--- src/rtl/serial_adder_pkg.sv ---
// Shared types and constants for the bit-serial adder.
// Latency: n/a (declarations only).
// Backpressure: n/a.
package serial_adder_pkg;

    // Controller states; encoding is fixed so other blocks and debug tools can decode it.
    typedef enum logic [1:0] {
        IDLE = 2'b00,
        RUN  = 2'b01,
        DONE = 2'b10
    } state_t;

    // Default operand width.
    localparam int DEFAULT_WIDTH = 8;

    // Bit-counter width for a given operand width (at least one bit).
    function automatic int cnt_width(input int w);
        return (w <= 2) ? 1 : $clog2(w);
    endfunction

    // Bit-counter width at the default operand width.
    localparam int CNT_W = cnt_width(DEFAULT_WIDTH);

endpackage

--- src/rtl/serial_adder_fa_cell.sv ---
// One-bit combinational full adder used as the serial adder's datapath cell.
// Latency: zero cycles (purely combinational).
// Backpressure: none; outputs always follow inputs.
module fa_cell (
    input  logic a,
    input  logic b,
    input  logic cin,
    output logic s,
    output logic cout
);

    assign s    = a ^ b ^ cin;
    assign cout = (a & b) | (a & cin) | (b & cin);

endmodule

--- src/rtl/serial_adder.sv ---
// Bit-serial WIDTH-bit adder: one full-adder cell plus a carry flop, LSB first.
// Latency: start accepted at E0, result registered at E0+WIDTH, done high the cycle after.
// Backpressure: start is ignored while busy; no abort except rst.
module serial_adder
    import serial_adder_pkg::*;
#(
    parameter int WIDTH = DEFAULT_WIDTH
) (
    input  logic             clk,
    input  logic             rst,
    input  logic             start,
    input  logic [WIDTH-1:0] a,
    input  logic [WIDTH-1:0] b,
    input  logic             cin,
    output logic             busy,
    output logic             done,
    output logic [WIDTH-1:0] sum,
    output logic             cout
);

    localparam int CW = cnt_width(WIDTH);
    localparam logic [CW-1:0] LAST_BIT = CW'(WIDTH - 1);

    state_t           state;
    logic [WIDTH-1:0] a_sr;
    logic [WIDTH-1:0] b_sr;
    logic [WIDTH-1:0] sum_sr;
    logic             carry;
    logic [CW-1:0]    bit_cnt;

    logic             fa_s;
    logic             fa_cout;
    logic [WIDTH-1:0] sum_sr_next;

    // The single adder cell always looks at the current LSBs and the running carry.
    fa_cell u_fa_cell (
        .a    (a_sr[0]),
        .b    (b_sr[0]),
        .cin  (carry),
        .s    (fa_s),
        .cout (fa_cout)
    );

    // Sum bits enter at the MSB so after WIDTH shifts bit 0 holds the first computed bit.
    assign sum_sr_next = {fa_s, sum_sr[WIDTH-1:1]};

    // Controller, datapath shift registers and registered outputs in one sequential block.
    always_ff @(posedge clk or posedge rst) begin
        if (rst) begin
            state   <= IDLE;
            a_sr    <= '0;
            b_sr    <= '0;
            sum_sr  <= '0;
            carry   <= 1'b0;
            bit_cnt <= '0;
            busy    <= 1'b0;
            done    <= 1'b0;
            sum     <= '0;
            cout    <= 1'b0;
        end else begin
            case (state)
                IDLE, DONE: begin
                    done <= 1'b0;
                    if (start) begin
                        a_sr    <= a;
                        b_sr    <= b;
                        carry   <= cin;
                        bit_cnt <= '0;
                        sum_sr  <= '0;
                        busy    <= 1'b1;
                        state   <= RUN;
                    end else begin
                        busy  <= 1'b0;
                        state <= IDLE;
                    end
                end
                RUN: begin
                    carry   <= fa_cout;
                    a_sr    <= a_sr >> 1;
                    b_sr    <= b_sr >> 1;
                    sum_sr  <= sum_sr_next;
                    bit_cnt <= bit_cnt + 1'b1;
                    if (bit_cnt == LAST_BIT) begin
                        // Result registers move only here, so partial sums never leak out.
                        sum   <= sum_sr_next;
                        cout  <= fa_cout;
                        busy  <= 1'b0;
                        done  <= 1'b1;
                        state <= DONE;
                    end
                end
                default: begin
                    busy  <= 1'b0;
                    done  <= 1'b0;
                    state <= IDLE;
                end
            endcase
        end
    end

endmodule

--- config.mk ---
export PLATFORM = sky130hd
export DESIGN_NAME = serial_adder
export DESIGN_NICKNAME = d
export VERILOG_FILES = /design/src/rtl/serial_adder_pkg.sv /design/src/rtl/serial_adder_fa_cell.sv /design/src/rtl/serial_adder.sv
export SDC_FILE = /design/constraint.sdc
export NUM_CORES = 1
export LEC_CHECK = 0
export ABC_AREA = 0
export CORE_MARGIN = 2
export CORE_UTILIZATION = 59
export CTS_BUF_LIST = sky130_fd_sc_hd__clkbuf_4 sky130_fd_sc_hd__clkbuf_8
export DETAILED_ROUTE_END_ITERATION = 10
export GPL_TIMING_DRIVEN = 0
export PLACE_DENSITY = 0.87
export RECOVER_POWER = 100
export SETUP_SLACK_MARGIN = 0.1
export SYNTH_ARGS = -nofsm -noshare
export SYNTH_HDL_FRONTEND = slang
export SYNTH_SLANG_ARGS = --single-unit
--- constraint.sdc ---
create_clock -name clk -period 2.38 [get_ports clk]
set_clock_uncertainty 0.15 [all_clocks]
set_input_delay 0.476 -clock clk [delete_from_list [all_inputs] [get_ports clk]]
set_output_delay 0.476 -clock clk [all_outputs]
set_load 0.005 [all_outputs]
Yosys cells after proc, flatten, opt, wreduce, memory -nomap -nowiden

Cells that the tools add are included.

Flip-flop bits (word level): 41
Output and inout port bits: 11
Word-level logic and storage cells: 46

Add/sub/neg operators: 1
Eq/ne operators: 5
Muxes and demuxes: 18
Bitwise gates (word level): 7
Reduce and logical (&&, ||, !) cells: 5

Operator list:

| cell                  | count |
|---|---|
| $pmux W8 S2           | 3 |
| $mux W8               | 3 |
| $mux W1               | 6 |
| $pmux W3 S2           | 1 |
| $ne A2 B2 Y1 const B  | 2 |
| $pmux W1 S2           | 2 |
| $pmux W2 S2           | 1 |
| $reduce_and A2 Y1     | 2 |
| $add A3 B1 Y3 const B | 1 |
| $and A1 B1 Y1         | 3 |
| $eq A3 B3 Y1 const B  | 1 |
| $mux W3               | 1 |
| $eq A2 B1 Y1 const B  | 1 |
| $eq A2 B2 Y1 const B  | 1 |
| $logic_not A2 Y1      | 1 |
| $mux W2               | 1 |
| $or A1 B1 Y1          | 2 |
| $reduce_bool A2 Y1    | 1 |
| $reduce_or A2 Y1      | 1 |
| $xor A1 B1 Y1         | 2 |

Longest topological paths before layout

Gate-level depths: netlist of the first run.

Word-level depth: 4
Gate-level depth with buffers: 6

Hierarchy

Synthesis of the first run repeated with hierarchy kept, for this count alone.

Cell total of the unflattened synthesis: 163
Area total of the unflattened synthesis: 1,828.0 um2

By module, submodules not included:

| module       | times used | cells an instance | area an instance (um2) | seq. area each (um2) |
|---|---|---|---|---|
| serial_adder | 1          | 162               | 1,808.0                | 975.9 |
| fa_cell      | 1          | 1                 | 20.0                   | 0.0 |

Worst setup path after synthesis of the first run

Ideal clock, no wire load.

Path kind: reg-to-reg
Start: reg bit_cnt[0]
End: reg cout
Setup time: 0.125 ns
Arrival: 1.262 ns
Path slack: 0.843 ns
Cell stages (with the launch flop): 5
Period minus slack after synthesis: 1.537 ns
Cell sequence: dfrtp_1 -> ha_1 -> ha_1 -> nand2_4 -> mux2_4

Longest elaborated chain between the ends: 2

RTL lines:

| item                        | RTL line           | RTL |
|---|---|---|
| from (decl)                 | serial_adder.sv:29 | `logic [CW-1:0] bit_cnt;` |
| from (signal assigned)      | serial_adder.sv:82 | `bit_cnt <= bit_cnt + 1'b1;` |
| $eq A3 B3 Y1                | serial_adder.sv:83 | `if (bit_cnt == LAST_BIT) begin` |
| $reduce_and A2 Y1 (no line) | n/a                |  |
| to (signal assigned)        | serial_adder.sv:86 | `cout <= fa_cout;` |
| to (decl)                   | serial_adder.sv:18 | `output logic cout` |

No other way between the ends.
A chain may end at the register's enable or synchronous reset.

Final worst setup path of the first run

Start: reg done
End: out done

RTL lines:

| item                   | RTL line           | RTL |
|---|---|---|
| from (decl)            | serial_adder.sv:16 | `output logic done,` |
| from (signal assigned) | serial_adder.sv:57 | `done <= 1'b0;` |
| from (signal assigned) | serial_adder.sv:63 | `done <= 1'b0;` |
| from (signal assigned) | serial_adder.sv:88 | `done <= 1'b1;` |

No word-level cell between the ends.

==> results of run 1 <==
==> cell usage in the layout, fill, tap and decap left out <==
cell type | netlist | routed
sky130_fd_sc_hd__clkdlybuf4s50_1 | 0 | 18
sky130_fd_sc_hd__mux2_2 | 6 | 6
sky130_fd_sc_hd__nor3_1 | 6 | 8
sky130_fd_sc_hd__nor3_2 | 6 | 4
sky130_fd_sc_hd__and2b_4 | 1 | 1
sky130_fd_sc_hd__buf_2 | 6 | 5
sky130_fd_sc_hd__clkbuf_4 | 0 | 7
sky130_fd_sc_hd__a22oi_1 | 0 | 3
sky130_fd_sc_hd__a22o_1 | 4 | 4
sky130_fd_sc_hd__o21ai_0 | 8 | 9
sky130_fd_sc_hd__nand2_1 | 9 | 10
sky130_fd_sc_hd__fa_1 | 1 | 1
sky130_fd_sc_hd__clkbuf_1 | 1 | 5
sky130_fd_sc_hd__ha_1 | 2 | 2
sky130_fd_sc_hd__inv_2 | 0 | 1
sky130_fd_sc_hd__inv_1 | 3 | 2
sky130_fd_sc_hd__dlygate4sd3_1 | 0 | 12
sky130_fd_sc_hd__buf_6 | 3 | 2
sky130_fd_sc_hd__nand2b_1 | 8 | 8
sky130_fd_sc_hd__o22ai_1 | 12 | 12
sky130_fd_sc_hd__nand3_1 | 5 | 5
sky130_fd_sc_hd__o31ai_1 | 1 | 1
sky130_fd_sc_hd__clkinv_2 | 0 | 1
sky130_fd_sc_hd__nor2_1 | 14 | 14
sky130_fd_sc_hd__dfrtp_1 | 39 | 39
sky130_fd_sc_hd__mux2_1 | 0 | 9
sky130_fd_sc_hd__xnor2_1 | 1 | 1
sky130_fd_sc_hd__mux2i_1 | 2 | 2
sky130_fd_sc_hd__nor2b_1 | 1 | 1
==> area by class of cell <==
cell class | count | area [um^2]
flip-flops and latches | 39 | 976
fillers | 236 | 861
multi-input cells | 101 | 689
repair buffers | 30 | 300
plain buffers | 12 | 66.3
clock buffers | 7 | 52.6
well taps | 33 | 41.3
inverters | 3 | 11.3
clock inverters | 1 | 5.00
==> how the worst max path moves through the flow <==
stage,slack [ns],to
floorplan,0.84,cout
global placement,0.09,a_sr[1]
finish,0.41,done
detailed placement,0.28,b_sr[2]
global route,0.27,bit_cnt[2]
CTS,0.48,done
==> power breakdown <==
group	internal (mW)	switching, mW	total [mW]
sequential	0.960	0.196	1.16
clock	0.138	0.208	0.346
combinational	0.566	0.540	1.11
==> cells by family (layout without fill, tap and decap cells) <==
kind of cell / count (synthesis) / after routing / share of synthesized area
xor gates and xnor gates: 1 / 1 / 0.00480
muxes: 17 / 17 / 0.122
and+or+nand+nor: 51 / 51 / 0.153
adders and majority gates: 3 / 3 / 0.0247
DFF: 39 / 39 / 0.535
buffers and inverters: 15 / 53 / 0.0514
AOI/OAI and AO/OA: 29 / 29 / 0.110
==> synth_stat cells, types with 5 or more instances <==
| library cell | number | share of area |
|---|---|---|
| sky130_fd_sc_hd__nand3_1 | 5 | 0.014 |
| sky130_fd_sc_hd__nor3_1 | 6 | 0.016 |
| sky130_fd_sc_hd__nand2b_1 | 8 | 0.027 |
| sky130_fd_sc_hd__nor3_2 | 6 | 0.033 |
| sky130_fd_sc_hd__buf_2 | 6 | 0.016 |
| sky130_fd_sc_hd__o21ai_0 | 8 | 0.022 |
| sky130_fd_sc_hd__o22ai_1 | 12 | 0.041 |
| sky130_fd_sc_hd__dfrtp_1 | 39 | 0.53 |
| sky130_fd_sc_hd__nand2_1 | 9 | 0.019 |
| sky130_fd_sc_hd__mux2_2 | 6 | 0.037 |
| sky130_fd_sc_hd__nor2_1 | 14 | 0.029 |
| sky130_fd_sc_hd__mux2_4 | 9 | 0.074 |
==> stage by stage <==
step / setup WS (ns) / util / cell area, um^2 / instances / hold slack, ns
after global routing: 0.274 / 0.713 / 2140 / 226 / 0.372
after floorplan: 0.843 / - / 1830 / 155 / 0.317
after detailed placement: 0.280 / 0.722 / 2170 / 218 / 0.350
final: 0.407 / 0.713 / 2140 / 226 / 0.353
after CTS: 0.483 / 0.741 / 2220 / 226 / 0.375
after global placement: 0.0932 / 0.722 / 2170 / 218 / 0.338
==> layer usage <==
layer,global-route usage,part of all wire,up-vias
met3,0.0633,0.051,8
met1,0.292,0.43,666
li1,-,-,624
met5,0,0,-
met2,0.378,0.50,42
met4,0.108,0.022,0
==> sequential cells by signal, summed over array words and instances, names as in the netlist <==
name     count
a_sr         8
b_sr         8
bit_cnt      3
busy         1
carry        1
cout         1
done         1
state        1
sum          8
sum_sr       7
==> worst reg2reg max path, delay by kind of cell (launching register included) <==
family,cells,cell delay [ns]
simple gates,2,0.28
flops,1,0.39
buf+inv,3,0.98
compound gates,1,0.09
==> metrics.md, run 1 <==
| Metric | Value |
|---|---|
| Maximum number of pins on one net before global-route repair | `40` |
| Detailed-router iteration count before antenna repair | `4` |
| Logic depth of the worst setup path including buffers | `1` |
| Count of mapped cells out of synthesis | `155` |
| Seq/Total Area, Yosys | `0.535` |
| Final routed DRC violation total | `0` |
| Final count of hold timing violations | `0` |
| Clock slew at the register clock pins of the worst setup and hold paths | `0.11 ns` |
| Cts repair resizes | `0` |
| Start point of the critical path | `done` |
| Global-route congestion overflow total | `0` |
| Antenna cell count | `0` |
| Height of the die | `59.6 um` |
| Vias in the first global route | `between 1000 and 1500` |
| Hold EP | `sum[0]` |
| Average routed wire per standard cell | `roughly 16 um` |
| Nets | `215` |
| Number of cells traversed by the worst hold path | `1` |
| Setup-violating endpoint count in the final report | `0` |
| Number of flops mapped to enable cells by yosys | `0` |
| Peak VDD IR | `0.616 mV` |
| Antenna-violating nets left | `0` |
| Floorplan die area | `3560 um^2` |
| Count of buffering cells on the critical path with inverters included | `1` |
| Via density per instance | `5.93` |
| Synth async-reset ratio | `1.00` |
| Cell with the largest stage delay on the worst path | `sky130_fd_sc_hd__dlygate4sd3_1` |
| Initial core utilization | `0.608` |
| P&R area growth vs syn | `17.3%` |
| Net count after synthesis | `178` |
| R2R setup slack | `around 0.43 ns` |
| Number of DRC markers in iteration 0 | `41` |
| Clock Tree Buf Depth | `2` |
| Flop and latch count out of synthesis | `39` |
| Terminus of the critical flop-to-flop path | `b_sr[2]` |
| HPWL after detailed placement | `between 2000 and 3000 um` |
| Clock latency at the later pin of the worst-skew pair | `0.35 ns` |
| Predominant post-synthesis flop cell | `sky130_fd_sc_hd__dfrtp_1` |
| Critical-path cell list | `dlygate4sd3_1` |
| Number of warning messages in the yosys log | `0` |
| Root Buffer | `sky130_fd_sc_hd__clkbuf_4` |
| Maximum level of the CTS H-tree | `2` |
| Type of element capturing the critical path | `output port` |
| Hold-fix buffers, CTS | `0` |
| Area of the core | `approximately 3000 um^2` |
| Sinks on Clock Net | `39` |
| Fraction of final layout cells with drive strength greater than 1 | `0.140` |
| Die extent in x | `59.6 um` |
| Count of distinct cell types in the synthesized netlist | `27` |
| Antenna violations before repair | `0` |
| Clock tree from TritonCTS | `done` |
| Wire length of the first global-routing pass | `6070 um` |
| Count of maximum capacitance violations | `0` |
| Top-Level Pins | `31` |
| Part of the cycle the worst path needs | `0.829` |
| Result of the run | `finished clean` |
| Worst path required time | `1.75 ns` |
| Number of buffers added by the clock tree synthesis step | `5` |
| RePlAce Congestion | `0.765` |
| Unrepaired setup endpoints after global routing | `false` |
| Worst Setup Path Type | `flop to output port` |
| Vias | `~1300` |
| # rows | `20` |
| Power Dens Cells | `1220 nW/um^2` |
| Hold Crit Class | `flop to flop` |
| Launching element type of the critical path | `flop` |
| Post-route total power | `~2.6 mW` |
| Transition at the pin with the smallest max-transition slack | `0.778 ns` |
| Total standard cell area after synthesis | `1830 um^2` |
| Reg2Reg Depth | `6` |
| Largest incremental delay on the critical path | `0.58 ns` |
| Timing-limited maximum frequency | `507 MHz` |
| R2R Path Start | `done` |
| Post-CTS Setup Repair Bufs | `0` |
| Maximum fanout along the worst path | `3` |
| Signal arrival time at the worst endpoint | `about 1.4 ns` |
| Mean Syn Cell Area | `11.8 um^2` |
| Final number of max-transition violations | `0` |
| Family with the most delay on the worst path | `buffers and inverters` |
| Worst slew margin | `0.480` |
| Final critical-path required period | `1.97 ns` |
| Drt total wl | `3570 um` |
| Aggregate negative setup slack | `0 ns` |
| Total routing resource utilization after global routing | `0.234` |
| Leakage Power | `0.979 nW` |
| Port Buffer Count | `30` |
| Startpoint of the tightest hold check path | `sum[0]` |
No activity file was read; power rests on OpenSTA's default activity.
==> inputs of run 2 (changes only) <==
--- a/config.mk
+++ b/config.mk
@@ -7,11 +7,11 @@
 export LEC_CHECK = 0
 export ABC_AREA = 0
 export CORE_MARGIN = 2
-export CORE_UTILIZATION = 59
+export CORE_UTILIZATION = 54
 export CTS_BUF_LIST = sky130_fd_sc_hd__clkbuf_4 sky130_fd_sc_hd__clkbuf_8
 export DETAILED_ROUTE_END_ITERATION = 10
 export GPL_TIMING_DRIVEN = 0
-export PLACE_DENSITY = 0.87
+export PLACE_DENSITY = 0.81
 export RECOVER_POWER = 100
 export SETUP_SLACK_MARGIN = 0.1
 export SYNTH_ARGS = -nofsm -noshare
==> constraint.sdc (replaced) <==
create_clock -name clk -period 1.85 [get_ports clk]
set_clock_uncertainty 0.15 [all_clocks]
set_input_delay 0.37 -clock clk [delete_from_list [all_inputs] [get_ports clk]]
set_output_delay 0.37 -clock clk [all_outputs]
set_load 0.005 [all_outputs]
==> run 2 against run 1 <==
  * Power is 35% higher
  * Final area is 4.7% higher
  * Sequential cell count stayed put
  * Utilization is 3.0 points lower
  * Critical path depth stayed put
  * Global-route usage is 4.3 points lower
  * Largest power group is now combinational logic
  * Sequential power is 28% higher
  * Clock-buffer cell count is 1 higher
==> metrics.md, run 2 (same netlist as run 1, synthesis figures left out) <==
| Metric | Value |
|---|---|
| Result of the run | `finished clean (unchanged)` |
| Setup slack after layout | `0.143 ns (was 0.407 ns)` |
| Clock tree from TritonCTS | `done (unchanged)` |
| Nets | `222 (was 215)` |
| Maximum fanout along the worst path | `2 (was 3)` |
| Top library cells by usage in the layout, fill and taps aside | `sky130_fd_sc_hd__dfrtp_1 (39), sky130_fd_sc_hd__clkdlybuf4s50_1 (19), sky130_fd_sc_hd__nor2_1 (14) (was sky130_fd_sc_hd__dfrtp_1 (39), sky130_fd_sc_hd__clkdlybuf4s50_1 (18), sky130_fd_sc_hd__nor2_1 (14))` |
| Die extent in x | `62.1 um (was 59.6 um)` |
| Global-route congestion overflow total | `0 (unchanged)` |
| Peak VDD IR | `0.763 mV (was 0.616 mV)` |
| Top-Level Pins | `31 (unchanged)` |
| Cell with the largest stage delay on the worst path | `sky130_fd_sc_hd__clkdlybuf4s50_1 (was sky130_fd_sc_hd__dlygate4sd3_1)` |
| Clock latency at the later pin of the worst-skew pair | `0.33 ns (was 0.35 ns)` |
| HPWL after detailed placement | `2480 um (was 2570 um)` |
| Initial core utilization | `0.556 (was 0.608)` |
| Count of buffering cells on the critical path with inverters included | `1 (unchanged)` |
| Most common library cell in the layout ignoring fill and taps | `sky130_fd_sc_hd__dfrtp_1 (unchanged)` |
| Vias | `1277 (was 1340)` |
| Antenna cell count | `0 (unchanged)` |
| Critical-path cell list | `clkdlybuf4s50_1 (was dlygate4sd3_1)` |
| Antenna-violating nets left | `0 (unchanged)` |
| Terminus of the critical flop-to-flop path | `sum[4] (was b_sr[2])` |
| Via density per instance | `5.19 (was 5.93)` |
| Height of the die | `62.1 um (was 59.6 um)` |
| Wire length of the first global-routing pass | `5910 um (was 6070 um)` |
| Transition at the pin with the smallest max-transition slack | `0.790 ns (was 0.778 ns)` |
| Final count of hold timing violations | `0 (unchanged)` |
| Placed cells | `231 (was 218)` |
| Worst slack, placed | `-0.141 ns (was 0.280 ns)` |
| Detailed-router iteration count before antenna repair | `4 (unchanged)` |
| Worst slew margin | `0.473 (was 0.480)` |
| Area of the core | `3280 um^2 (was 3000 um^2)` |
| Final number of max-transition violations | `0 (unchanged)` |
| Reg2Reg Depth | `4 (was 6)` |
| Number of buffers added by the clock tree synthesis step | `5 (unchanged)` |
| Final critical-path required period | `1.71 ns` |
| Drt total wl | `3490 um (was 3570 um)` |
| Maximum level of the CTS H-tree | `2 (unchanged)` |
| Largest incremental delay on the critical path | `0.49 ns (was 0.58 ns)` |
| Worst hold slack | `0.362 ns (was 0.353 ns)` |
| Clock Tree Buf Depth | `2 (unchanged)` |
| Sinks on Clock Net | `39 (unchanged)` |
| Cell area reported after detailed placement | `2180 um^2 (was 2170 um^2)` |
| Power Dens Cells | `1570 nW/um^2 (was 1220 nW/um^2)` |
| Type of element capturing the critical path | `output port (unchanged)` |
| Setup-violating endpoint count in the final report | `0 (unchanged)` |
| Fraction of final layout cells with drive strength greater than 1 | `0.190 (was 0.140)` |
| Antenna violations before repair | `0 (unchanged)` |
| Worst path required time | `1.33 ns (was 1.75 ns)` |
| Fill count | `275 (was 236)` |
| R2R setup slack | `0.18 ns (was 0.43 ns)` |
| Total routing resource utilization after global routing | `0.191 (was 0.234)` |
| End point of the critical path | `sum[3] (was done)` |
| Start point of the critical path | `sum[3] (was done)` |
| Launching element type of the critical path | `flop (unchanged)` |
| Hold-fix buffers, CTS | `0 (unchanged)` |
| Maximum number of pins on one net before global-route repair | `40 (unchanged)` |
| Post-route cell area | `2240 um^2 (was 2140 um^2)` |
| Clock slew at the register clock pins of the worst setup and hold paths | `0.11 ns (about the same)` |
| P&R area growth vs syn | `22.9% (was 17.3%)` |
| Floorplan die area | `3860 um^2 (was 3560 um^2)` |
| Part of the cycle the worst path needs | `0.922` |
| Family with the most delay on the worst path | `buffers and inverters (unchanged)` |
| Port Buffer Count | `30 (unchanged)` |
| Share of the core filled with cells | `0.683 (was 0.713)` |
| Root Buffer | `sky130_fd_sc_hd__clkbuf_4 (unchanged)` |
| Aggregate negative setup slack | `0 ns (unchanged)` |
| Number of DRC markers in iteration 0 | `83 (was 41)` |
| Unrepaired setup endpoints after global routing | `false (unchanged)` |
| Signal arrival time at the worst endpoint | `1.19 ns (was 1.35 ns)` |
| Timing-limited maximum frequency | `586 MHz` |
| Count of maximum capacitance violations | `0 (unchanged)` |
| Average routed wire per standard cell | `14.2 um (was 15.8 um)` |
| Logic depth of the worst setup path including buffers | `1 (unchanged)` |
| Final routed DRC violation total | `0 (unchanged)` |
| Vias in the first global route | `1317 (was 1361)` |
| Post-route total power | `3.51 mW (was 2.61 mW)` |
| Top Registers | `a_sr (8), b_sr (8), sum (8) (unchanged)` |
| # rows | `21 (was 20)` |
| RePlAce Congestion | `0.779 (was 0.765)` |
| Worst Setup Path Type | `flop to output port (unchanged)` |
| Number of non-filler instances in the completed layout | `246 (was 226)` |
| R2R Path Start | `bit_cnt[0] (was done)` |
| Hold Crit Class | `flop to flop (unchanged)` |
| Leakage Power | `1.02 nW (was 0.979 nW)` |
run 2: changes by cell type in the layout (fill, tap and decap cells not counted), moves of 2 or more:
| cell | change |
|---|---|
| sky130_fd_sc_hd__buf_2 | -2 |
| sky130_fd_sc_hd__buf_4 | +7 |
| sky130_fd_sc_hd__clkbuf_1 | -3 |
| sky130_fd_sc_hd__clkbuf_2 | +3 |
| sky130_fd_sc_hd__clkbuf_8 | +2 |
| sky130_fd_sc_hd__clkdlybuf4s25_1 | +8 |
| sky130_fd_sc_hd__dlygate4sd2_1 | +2 |
| sky130_fd_sc_hd__dlygate4sd3_1 | -11 |
run 2: worst min path at each step:
| stage | end | slack (ns) | cells past startpoint | startpoint |
|---|---|---|---|---|
| 5_1_grt | b_sr[2] | 0.39 | 2 | b_sr[2] |
| 3_5_place_dp | bit_cnt[2] | 0.35 | 1 | bit_cnt[2] |
| 4_1_cts | sum[2] | 0.37 | 2 | rst |
| 2_1_floorplan | a_sr[6] | 0.32 | 2 | a_sr[6] |
| 3_3_place_gp | b_sr[6] | 0.33 | 2 | b_sr[6] |
| 6_report | sum[0] | 0.36 | 1 | sum[0] |
run 2: final cells by class:
type / count / area (um^2) / area share
Timing Repair Buffer: 37 / 350 / 0.156
Tap cell: 46 / 57.6 / 0.0257
Sequential cell: 39 / 976 / 0.435
Inverter: 3 / 11.3 / 0.00502
Buffer: 12 / 78.8 / 0.0351
Clock buffer: 8 / 72.6 / 0.0323
Multi-Input combinational cell: 101 / 697 / 0.311
run 2: timing repair:
item                                    CTS  global route
cloned                                    0             0
endpoints found under the setup margin    4             9
resized for setup                         2             8
setup buffers                             2             5
run 2: power breakdown:
group          switching, mW  total [mW]  internal, mW  leakage (nW)
sequential             0.257        1.49          1.23         0.487
combinational          0.693        1.51         0.821         0.490
clock                  0.267       0.505         0.239        0.0420
total                   1.22        3.51          2.29          1.02
run 2: layer usage:
| layer | vias up | routed length [um] | part of all wire | track usage |
|---|---|---|---|---|
| met2 | 25 | 1760 | 0.50 | 0.325 |
| met5 | - | 0 | 0 | 0 |
| li1 | 631 | - | - | - |
| met3 | 5 | 107 | 0.031 | 0.0326 |
| met4 | 0 | 42 | 0.012 | 0.0806 |
| met1 | 616 | 1580 | 0.45 | 0.244 |
run 2: worst register-to-register path: stages, from the launching register on:
cell and delay [ns]:
sky130_fd_sc_hd__dfrtp_1 0.43, sky130_fd_sc_hd__ha_1 0.22, sky130_fd_sc_hd__ha_1 0.25, sky130_fd_sc_hd__nand2_4 0.17, sky130_fd_sc_hd__mux2_1 0.36
==> inputs of run 3 (changes only) <==
--- a/config.mk
+++ b/config.mk
@@ -13,7 +13,7 @@
 export GPL_TIMING_DRIVEN = 0
 export PLACE_DENSITY = 0.81
 export RECOVER_POWER = 100
-export SETUP_SLACK_MARGIN = 0.1
+export SETUP_SLACK_MARGIN = 0.15
 export SYNTH_ARGS = -nofsm -noshare
 export SYNTH_HDL_FRONTEND = slang
 export SYNTH_SLANG_ARGS = --single-unit
==> run 3 against run 2 <==
  * Via count up 2.0%
  * Power rose by 0.68%
  * Wire length grew 4.3%
  * Critical path type is now flop to flop
  * Largest cell class unchanged
  * Largest power group unchanged
==> metrics.md, run 3 (same netlist as run 1, synthesis figures left out) <==
| Metric | Value |
|---|---|
| Cell with the most instances on the worst path | `sky130_fd_sc_hd__ha_1` |
| Total routing resource utilization after global routing | `0.200 (was 0.191)` |
| Worst slack, placed | `-0.141 ns (unchanged)` |
| Final number of max-transition violations | `0 (unchanged)` |
| Worst Setup Path Type | `flop to flop (was flop to output port)` |
| Vias | `1302 (was 1277)` |
| Clock latency at the later pin of the worst-skew pair | `0.34 ns (was 0.33 ns)` |
| Peak VDD IR | `0.692 mV (was 0.763 mV)` |
| Vias in the first global route | `1357 (was 1317)` |
| Leakage Power | `1.07 nW (was 1.02 nW)` |
| Maximum number of pins on one net before global-route repair | `40 (unchanged)` |
| Top library cells by usage in the layout, fill and taps aside | `sky130_fd_sc_hd__dfrtp_1 (39), sky130_fd_sc_hd__clkdlybuf4s50_1 (18), sky130_fd_sc_hd__nor2_1 (14) (was sky130_fd_sc_hd__dfrtp_1 (39), sky130_fd_sc_hd__clkdlybuf4s50_1 (19), sky130_fd_sc_hd__nor2_1 (14))` |
| Final critical-path required period | `1.69 ns (was 1.71 ns)` |
| Maximum fanout along the worst path | `5 (was 2)` |
| Type of element capturing the critical path | `flop (was output port)` |
| Wire length of the first global-routing pass | `6160 um (was 5910 um)` |
| Count of buffering cells on the critical path with inverters included | `0 (was 1)` |
| Number of buffers added by the clock tree synthesis step | `5 (unchanged)` |
| Family with the most delay on the worst path | `adder cells (was buffers and inverters)` |
| Hold-fix buffers, CTS | `0 (unchanged)` |
| Hold Crit Class | `flop to flop (unchanged)` |
| HPWL after detailed placement | `2480 um (unchanged)` |
| Maximum level of the CTS H-tree | `2 (unchanged)` |
| Antenna violations before repair | `0 (unchanged)` |
| Via density per instance | `5.25 (was 5.19)` |
| Final routed DRC violation total | `0 (unchanged)` |
| Nets | `224 (was 222)` |
| Result of the run | `finished clean (unchanged)` |
| Clock Tree Buf Depth | `2 (unchanged)` |
| Setup slack after layout | `0.165 ns (was 0.143 ns)` |
| Top-Level Pins | `31 (unchanged)` |
| Share of the core filled with cells | `0.688 (was 0.683)` |
| RePlAce Congestion | `0.779 (unchanged)` |
| Power Dens Cells | `1560 nW/um^2 (was 1570 nW/um^2)` |
| Transition at the pin with the smallest max-transition slack | `0.802 ns (was 0.790 ns)` |
| Most common library cell in the layout ignoring fill and taps | `sky130_fd_sc_hd__dfrtp_1 (unchanged)` |
| Unrepaired setup endpoints after global routing | `true (was false)` |
| Initial core utilization | `0.556 (unchanged)` |
| Cell with the largest stage delay on the worst path | `sky130_fd_sc_hd__dfrtp_1 (was sky130_fd_sc_hd__clkdlybuf4s50_1)` |
| Clock slew at the register clock pins of the worst setup and hold paths | `0.11 ns (about the same)` |
| Port Buffer Count | `30 (unchanged)` |
| Critical-path cell list | `ha_1 > ha_1 > nand2_4 > mux2_1 (was clkdlybuf4s50_1)` |
| Antenna-violating nets left | `0 (unchanged)` |
| Fraction of final layout cells with drive strength greater than 1 | `0.208 (was 0.190)` |
| Final count of hold timing violations | `0 (unchanged)` |
| Launching element type of the critical path | `flop (unchanged)` |
| Height of the die | `62.1 um (unchanged)` |
| Worst hold slack | `0.371 ns (was 0.362 ns)` |
| Area of the core | `3280 um^2 (unchanged)` |
| Setup-violating endpoint count in the final report | `0 (unchanged)` |
| Count of maximum capacitance violations | `0 (unchanged)` |
| Sinks on Clock Net | `39 (unchanged)` |
| Floorplan die area | `3860 um^2 (unchanged)` |
| Number of DRC markers in iteration 0 | `47 (was 83)` |
| Antenna cell count | `0 (unchanged)` |
| Detailed-router iteration count before antenna repair | `4 (unchanged)` |
| Drt total wl | `3640 um (was 3490 um)` |
| Part of the cycle the worst path needs | `0.911 (was 0.922)` |
| Top Registers | `a_sr (8), b_sr (8), sum (8) (unchanged)` |
| P&R area growth vs syn | `23.9% (was 22.9%)` |
| Worst slew margin | `0.465 (was 0.473)` |
| Worst path required time | `1.93 ns (was 1.33 ns)` |
| # rows | `21 (unchanged)` |
| Clock tree from TritonCTS | `done (unchanged)` |
| Global-route congestion overflow total | `0 (unchanged)` |
| Largest incremental delay on the critical path | `0.43 ns (was 0.49 ns)` |
| Timing-limited maximum frequency | `593 MHz (was 586 MHz)` |
| Die extent in x | `62.1 um (unchanged)` |
| Average routed wire per standard cell | `14.7 um (was 14.2 um)` |
| Root Buffer | `sky130_fd_sc_hd__clkbuf_4 (unchanged)` |
| Post-route total power | `3.54 mW (was 3.51 mW)` |
| Signal arrival time at the worst endpoint | `1.76 ns (was 1.19 ns)` |
[run 3: worst paths after layout]
path                             from     end  slack (ns)  cells after the start
setup / recovery           bit_cnt[0]  sum[4]        0.16                      4
hold / removal              sum_sr[1]  sum[0]        0.37                      1
setup reg to reg           bit_cnt[0]  sum[4]        0.16                      4
hold reg to reg             sum_sr[1]  sum[0]        0.37                      1
max in group asynchronous         rst    busy        0.57                      2
min in group asynchronous         rst  sum[4]        0.47                      2
[run 3: power by group]
group | leakage (nW) | total, mW | internal (mW) | switching [mW]
logic | 0.543 | 1.53 | 0.815 | 0.719
clock network | 0.0420 | 0.509 | 0.239 | 0.270
registers | 0.487 | 1.49 | 1.23 | 0.258
[run 3: layout make-up]
type | count | area (um^2)
fill | 274 | 1020
tap | 46 | 57.6
multi-input combinational | 102 | 719
timing repair buffer | 38 | 347
sequential | 39 | 976
buffer | 12 | 77.6
clock buffer | 8 | 72.6
inverter | 3 | 11.3
[run 3: worst register-to-register path, cell delays in order (launching register included)]
cell and delay, ns:
sky130_fd_sc_hd__dfrtp_1 0.43, sky130_fd_sc_hd__ha_1 0.22, sky130_fd_sc_hd__ha_1 0.28, sky130_fd_sc_hd__nand2_4 0.15, sky130_fd_sc_hd__mux2_1 0.35
[run 3: metal layers]
metal	track usage	vias to the layer above	part of all wire
met5	0	-	0
met4	0.0944	0	0.024
met3	0.0344	9	0.032
met2	0.332	27	0.49
met1	0.258	630	0.45
li1	-	636	-
[run 3: what timing repair did]
| action | in CTS | in global routing |
|---|---|---|
| gates cloned | 0 | 1 |
| setup buffers | 8 | 0 |
| hold endpoints to repair | 0 | 0 |
| pin swaps | 0 | 1 |
| gates resized for setup | 11 | 5 |
| setup endpoints to repair | 11 | 12 |
[run 3: stage by stage]
stage          cells  cell area, um^2  TNS, ns
2_1_floorplan    155             1830        0
3_3_place_gp     231             2180   -14.36
3_5_place_dp     231             2180   -0.803
4_1_cts          247             2300        0
5_1_grt          248             2260        0
6_report         248             2260        0
